File: src/rtl/rst_seq_pkg.sv
// Shared types and elaboration helpers for the staggered reset sequencer.
package rst_seq_pkg;

  typedef enum logic [1:0] {
    ST_ASSERT  = 2'd0,
    ST_RELEASE = 2'd1,
    ST_RUN     = 2'd2
  } rst_seq_state_t;

  function automatic int rel_time(input int k, input int hold, input int stagger);
    return hold + k * stagger;
  endfunction

  // Counter must hold T_last+1, the value that triggers the move to RUN.
  function automatic int cnt_width(input int num_ch, input int hold, input int stagger);
    return $clog2(rel_time(num_ch - 1, hold, stagger) + 2);
  endfunction

endpackage

File: src/rtl/rst_seq_gen_tick_div.sv
// Free-running divider: one-cycle strobe every DIV enabled cycles.
module tick_div #(
  parameter int DIV = 8
) (
  input  logic clk,
  input  logic rst,
  input  logic en,
  output logic tick_o
);

  localparam int W = (DIV > 2) ? $clog2(DIV) : 1;

  logic [W-1:0] div_cnt;

  always_ff @(posedge clk) begin
    if (rst) begin
      div_cnt <= '0;
      tick_o  <= 1'b0;
    end else if (en) begin
      if (div_cnt == W'(DIV - 1)) begin
        div_cnt <= '0;
        tick_o  <= 1'b1;
      end else begin
        div_cnt <= div_cnt + 1'b1;
        tick_o  <= 1'b0;
      end
    end else begin
      tick_o <= 1'b0;
    end
  end

endmodule

File: src/rtl/rst_seq_gen.sv
// Staggered per-channel active-low reset release with soft re-reset and a
// periodic tick once every channel is out of reset.
module rst_seq_gen
  import rst_seq_pkg::*;
#(
  parameter int NUM_CH      = 4,
  parameter int HOLD_CYC    = 3,
  parameter int STAGGER_CYC = 1,
  parameter int TICK_DIV    = 8
) (
  input  logic              clk,
  input  logic              rst,
  input  logic              soft_rst_req,
  output logic [NUM_CH-1:0] rst_n_o,
  output logic              seq_done,
  output logic              tick_o
);

  localparam int CNT_W  = cnt_width(NUM_CH, HOLD_CYC, STAGGER_CYC);
  localparam int T_LAST = rel_time(NUM_CH - 1, HOLD_CYC, STAGGER_CYC);

  localparam logic [CNT_W-1:0] T_FIRST = CNT_W'(HOLD_CYC);
  localparam logic [CNT_W-1:0] T_DONE  = CNT_W'(T_LAST + 1);

  if (NUM_CH < 1 || HOLD_CYC < 1 || TICK_DIV < 2) begin : g_param_check
    $error("rst_seq_gen: illegal parameters NUM_CH=%0d HOLD_CYC=%0d TICK_DIV=%0d",
           NUM_CH, HOLD_CYC, TICK_DIV);
  end

  rst_seq_state_t    state;
  logic [CNT_W-1:0]  cnt;
  logic [CNT_W-1:0]  cnt_nxt;
  logic [NUM_CH-1:0] rel_hit;
  logic              restart;

  assign cnt_nxt = cnt + 1'b1;
  assign restart = rst | soft_rst_req;

  for (genvar k = 0; k < NUM_CH; k++) begin : g_rel
    localparam logic [CNT_W-1:0] T_K = CNT_W'(rel_time(k, HOLD_CYC, STAGGER_CYC));
    assign rel_hit[k] = (cnt_nxt >= T_K);
  end

  always_ff @(posedge clk) begin
    if (restart) begin
      state    <= ST_ASSERT;
      cnt      <= '0;
      rst_n_o  <= '0;
      seq_done <= 1'b0;
    end else begin
      case (state)
        ST_ASSERT, ST_RELEASE: begin
          cnt     <= cnt_nxt;
          // OR-in keeps released channels monotonic within one sequence.
          rst_n_o <= rst_n_o | rel_hit;
          if (cnt_nxt == T_DONE) begin
            state    <= ST_RUN;
            seq_done <= 1'b1;
          end else if (cnt_nxt >= T_FIRST) begin
            state <= ST_RELEASE;
          end
        end
        ST_RUN: begin
          rst_n_o  <= '1;
          seq_done <= 1'b1;
        end
        default: begin
          state    <= ST_ASSERT;
          cnt      <= '0;
          rst_n_o  <= '0;
          seq_done <= 1'b0;
        end
      endcase
    end
  end

  tick_div #(
    .DIV(TICK_DIV)
  ) u_tick_div (
    .clk   (clk),
    .rst   (restart),
    .en    (state == ST_RUN),
    .tick_o(tick_o)
  );

endmodule

File: config.mk
export PLATFORM = sky130hd
export DESIGN_NAME = rst_seq_gen
export DESIGN_NICKNAME = d
export VERILOG_FILES = /design/src/rtl/rst_seq_pkg.sv /design/src/rtl/rst_seq_gen_tick_div.sv /design/src/rtl/rst_seq_gen.sv
export SDC_FILE = /design/constraint.sdc
export NUM_CORES = 1
export LEC_CHECK = 0
export ABC_AREA = 1
export CAP_MARGIN = 10
export CORE_UTILIZATION = 35
export CTS_BUF_LIST = sky130_fd_sc_hd__clkbuf_4 sky130_fd_sc_hd__clkbuf_8
export DETAILED_ROUTE_END_ITERATION = 6
export PLACE_DENSITY_LB_ADDON = 0.12
export SETUP_SLACK_MARGIN = 0.15
export SLEW_MARGIN = 20
export SYNTH_ARGS = -nofsm -noshare
export SYNTH_HDL_FRONTEND = slang
export SYNTH_HIERARCHICAL = 1
export SYNTH_SLANG_ARGS = --single-unit
File: constraint.sdc
create_clock -name clk -period 1.4 [get_ports clk]
set_clock_uncertainty 0.1 [all_clocks]
set_input_delay 0.28 -clock clk [delete_from_list [all_inputs] [get_ports clk]]
set_output_delay 0.28 -clock clk [all_outputs]
set_load 0.01 [all_outputs]
# Yosys cells after proc, flatten, opt, wreduce, memory -nomap -nowiden
# Index checks and enable logic that the tools add are counted.
[classes] addsub=2 order_cmp=4 eq_ne=6 n_mux=9 bitwise_logic=3 reduce_logical=4
[op_table] operator=">= comparator 3 bit (second input constant)" count=3
[op_table] operator="one-hot mux 4 bit (2 select lines)" count=1
[op_table] operator="adder 3 x 1 -> 3 bit (second input constant)" count=2
[op_table] operator="equality test 3 bit (second input constant)" count=2
[op_table] operator="one-hot mux 3 bit (2 select lines)" count=1
[op_table] operator="2-to-1 mux 2 bit" count=2
[op_table] operator="bitwise OR 4 bit" count=1
[op_table] operator="one-hot mux 2 bit (2 select lines)" count=1
[op_table] operator="OR reduction 2 bit" count=2
[op_table] operator=">= comparator 3 x 2 -> 1 bit (second input constant)" count=1
[op_table] operator="2-to-1 mux 3 bit" count=1
[op_table] operator="inequality test 3 bit (second input constant)" count=1
[op_table] operator="equality test 2 x 1 -> 1 bit (second input constant)" count=1
[op_table] operator="equality test 2 bit (second input constant)" count=1
[op_table] operator="logical NOT 2 bit" count=1
[op_table] operator="2-to-1 mux 1 bit" count=2
[op_table] operator="inequality test 2 bit (second input constant)" count=1
[op_table] operator="one-hot mux 1 bit (2 select lines)" count=1
[op_table] operator="AND reduction 2 bit" count=1
[op_table] operator="inverter 1 bit" count=1
[op_table] operator="bitwise OR 1 bit" count=1
[totals] ff_bits=14 output_inout_bits=6

# Longest topological paths before layout
[depth] word_depth=5 mapped_depth=8 depth_no_buf=8

# Modules after synthesis
# The synthesis kept the hierarchy.
[by_module_without_submodules] module="rst_seq_gen" instances=1 cells_per_inst=70 area_each_um2=509.2 seq_area_each_um2=200.2
[by_module_without_submodules] module="tick_div" instances=1 cells_per_inst=21 area_each_um2=171.4 seq_area_each_um2=80.1

# Least setup slack after synthesis
# Ideal clock, no wire load.
[synth_timing] kind="register to register" from="register cnt[0]" to="register state[0]" setup_ns=0.117 t_arrival_ns=1.004 required_time_ns=1.183 setup_slack_ns=0.179 stages_incl_launch_ff=7 path_cell_list="dfxtp_1 > inv_1 > ha_1 > nand2_1 > nand2_1 > nor2_1 > a21oi_2"
[synth_between] elab_chain_cells=4 word_cells_on_any_way=7 classes_between="add/sub: 1; order compare: 1; eq/ne: 2; mux: 2; reduce/logical: 1"
[synth_rtl] item="start: declaration" line_no="rst_seq_gen.sv:31" source="logic [CNT_W-1:0] cnt;"
[synth_rtl] item="start signal: assignment" line_no="rst_seq_gen.sv:53" source="cnt <= cnt_nxt;"
[synth_rtl] item="adder 3 x 1 -> 3 bit (*)" line_no="rst_seq_gen.sv:36" source="assign cnt_nxt = cnt + 1'b1;"
[synth_rtl] item=">= comparator 3 x 2 -> 1 bit / equality test 3 bit (equally long branches)" line_no="rst_seq_gen.sv:59, rst_seq_gen.sv:56"
[synth_rtl] item="inequality test 3 bit (no line) / 2-to-1 mux 2 bit (equally long branches)"
[synth_rtl] item="AND reduction 2 bit (no line) / one-hot mux 2 bit (2 select lines) (equally long branches)"
[synth_rtl] item="end signal: assignment" line_no="rst_seq_gen.sv:57" source="state <= ST_RUN;"
[synth_rtl] item="end signal: assignment" line_no="rst_seq_gen.sv:60" source="state <= ST_RELEASE;"
[synth_rtl] item="end signal: assignment" line_no="rst_seq_gen.sv:68" source="state <= ST_ASSERT;"
[synth_rtl] item="end: declaration" line_no="rst_seq_gen.sv:30" source="rst_seq_state_t state;"
# Every way passes the cells marked *; elsewhere a longest branch is shown, timed or not.
# A chain may end at the register's enable or synchronous reset.

# Final worst setup path
[layout_timing] from="register cnt[0]" to="register rst_n_o[3]"
[layout_between] elab_chain_cells=4
[layout_rtl] item="adder 3 x 1 -> 3 bit" line_no="rst_seq_gen.sv:36"
[layout_rtl] item=">= comparator 3 bit" line_no="rst_seq_gen.sv:41" source="assign rel_hit[k] = (cnt_nxt >= T_K);"
[layout_rtl] item="bitwise OR 4 bit" line_no="rst_seq_gen.sv:55" source="rst_n_o <= rst_n_o | rel_hit;"
[layout_rtl] item="one-hot mux 4 bit (2 select lines)" line_no="rst_seq_gen.sv:51" source="case (state)"
[layout_rtl] item="end signal: assignment" line_no="rst_seq_gen.sv:55"
[layout_rtl] item="end: declaration" line_no="rst_seq_gen.sv:14" source="output logic [NUM_CH-1:0] rst_n_o,"
# No other way between the ends.

==> impl_metrics.csv <==
group,metric,value,unit
outcome,status,"complete, no violations",
yosys,yosysWarnings,6,
power_and_ir_drop,p_seq_share,53.5,%
worst_setup_path,path_class,"register to register",
power_and_ir_drop,combinationalPowerShare,8.9,%
clocking,cts_hold_buf,0,
die,die_w,46.1,µm
clocking,cts_tree,"built",
power_and_ir_drop,intPower,593,µW
timing,tns,0,ns
yosys,post-synth-top-count-cell,"nand2_1",
clocking,cts_buffer_depth,2,
die,rows,15,
worst_setup_path,path_max_fanout,4,
finish,synthToLayoutAreaGrowth,24.3,%
yosys,yosys.area.top_type,"dfxtp_1",
timing,drv_slew,0,
power_and_ir_drop,p_switching,175,µW
finish,nNetsFinal,115,
yosys,syn_inst,91,
clocking,cts_root_buf,"clkbuf_4",
worst_setup_path,end_kind,"register",
global_routing,grt_pass1_vias,503,
die,die_h,46.1,µm
die,initial_core_util,38.2,%
finish,fin_cells,131,
die,coreArea,0.00178,mm²
yosys,async_flop_share,0,%
power_and_ir_drop,swShare,22.8,%
yosys,synth_edf_count,0,
yosys,yosysUniqueCellTypes,16,
timing,setup_viol,0,
drt,viasPerCell,4.34,
timing,worstMarginPinSlew,0.215,ns
drt,drt_pass1_iterations,4,
timing,period_share,86.0,%
clocking,cts_buffers,3,
timing,clock.fmax,830,MHz
timing,fin_crit,1.20,ns
worst_setup_path,startpoint_type,"register",
global_routing,track_usage,13.9,%
place,placedCellCount,126,
timing,slew_headroom,85.5,%
power_and_ir_drop,clockPowerShare,37.6,%
global_routing,grt_first_pass_wirelength,2070,µm
worst_setup_path,crit_arrival,1.28,ns
die,dieArea,0.00213,mm²
drt,wirelength,1220,µm
timing,finalHoldViolCount,0,
yosys,synth_ff_type,"dfxtp_1",
finish,drive_gt1_share,31.1,%
global_routing,grt_max_degree,9,
drt,vias,569,
place,gp_congestion,0.778,
clocking,clk_latency,0.28,ns
drt,ant_nets,0,
yosys,synth_area,681,µm²
drt,wl_per_cell,9.34,µm
yosys,synth_nets,99,
global_routing,grt.overflow.total,0,
yosys,syn-mean-instance-area,7.48,µm²
clocking,clock-sinks,14,
yosys,ys_top_cells_by_count,"24 x nand2_1, 15 x inv_1, 14 x dfxtp_1",
yosys,synth-seq-cells,14,
power_and_ir_drop,leakage,0.424,nW
global_routing,antenna_found_initial,0,
place,place_hpwl,949,µm
finish,n_antenna_cell,0,
worst_hold_path,hold_class,"register to register",
power_and_ir_drop,cellPowerDensity,909,mW/mm²
drt,drcViolationCount,0,
yosys,yosys-top-cells-area,"dfxtp_1 41%, nand2_1 13%, ha_1 9.2%",
die,pin_count,9,
flow_run,cap_violations,0,
timing,rsz0062_at_grt,"yes",
place,place.port_buffers,8,
drt,drtIter0Drc,5,
power_and_ir_drop,ir_drop,0.000582,V
yosys,synth_top_area_share,41.2,%
clocking,path_clk_slew,0.08,ns
clocking,h-tree-depth,1,
yosys,synth-seq-area-share,41.2,%
worst_setup_path,required,1.47,ns
==> final cells by class <==
cell class / count / area [µm²]
clock buffer: 4 / 36.3
fill: 187 / 937
inverter: 18 / 67.6
multi-input combinational: 59 / 354
sequential: 14 / 284
tap: 25 / 31.3
timing repair buffer: 11 / 72.6
==> final timing paths <==
| check | from | to | slack (ns) | cells after the start |
|---|---|---|---|---|
| max | cnt[0] | rst_n_o[3] | 0.20 | 6 |
| min | seq_done | seq_done | 0.35 | 2 |
| max reg2reg | cnt[0] | rst_n_o[3] | 0.20 | 6 |
| min reg2reg | seq_done | seq_done | 0.35 | 2 |
==> placed cells by master, fill, tap and decap left out, drive strengths merged <==
cell	count
clkdlybuf4s50	2
inv	18
ha	5
a21oi	5
nor3	1
buf	3
o22ai	1
o21ai	5
clkbuf	10
nor2	11
dfxtp	14
nand3	4
nand2	27
==> critical path, stage by stage (launching register included) <==
cell and delay, ns:
dfxtp_2 0.37, ha_2 0.19, inv_1 0.06, nand2_1 0.06, nand2_1 0.11, a21oi_1 0.17, nor2_1 0.06
==> state kept, by name, summed over array words and instances (netlist names) <==
signal / cells
cnt: 3
u_tick_div/div_cnt: 3
seq_done: 1
rst_n_o: 4
state: 2
u_tick_div/tick_o: 1
==> cell families after synthesis <==
group / Yosys count / synth area share (%)
AO/OA/AOI/OAI: 11 / 10.3
buffers and inverters: 18 / 9.93
AND/OR/NAND/NOR: 43 / 29.4
flip-flops: 14 / 41.2
adder cells (fa/ha/maj): 5 / 9.19
==> metrics by stage <==
stage          power (mW)  setup WS [ns]  hold slack (ns)  util (%)  instance area, µm²
3_3_place_gp        0.482        -0.0487            0.351      45.3                 807
6_report            0.769          0.196            0.351      47.4                 846
3_5_place_dp        0.482        -0.0675            0.340      45.3                 807
2_1_floorplan       0.458          0.179            0.343         -                 681
4_1_cts             0.776          0.123            0.354      47.6                 850
5_1_grt             0.809          0.129            0.379      47.4                 846
==> layer usage <==
layer	track usage [%]	wire length, µm	part of all wire (%)	vias up
met5	0	0	0	-
met4	3.53	13	1.1	0
met3	5.88	70	5.7	2
met2	21.7	569	47	12
met1	17.6	569	47	246
li1	-	-	-	309
==> repair_timing <==
item                       4_1_cts  5_1_grt
cloned                           0        0
setup buffers                    1        0
resized for setup               12       15
setup endpoints to repair       13       14
pin swaps                        1        1
==> power groups by stage <==
| stage | Clock (mW) | Combinational, mW | Sequential [mW] |
|---|---|---|---|
| after floorplan | 0 | 0.0392 | 0.419 |
| after global placement | 0 | 0.0624 | 0.419 |
| after detailed placement | 0 | 0.0623 | 0.419 |
| after CTS | 0.301 | 0.0645 | 0.410 |
| after global routing | 0.321 | 0.0767 | 0.411 |
| final | 0.289 | 0.0684 | 0.411 |
(Power assumes the default switching activity.)
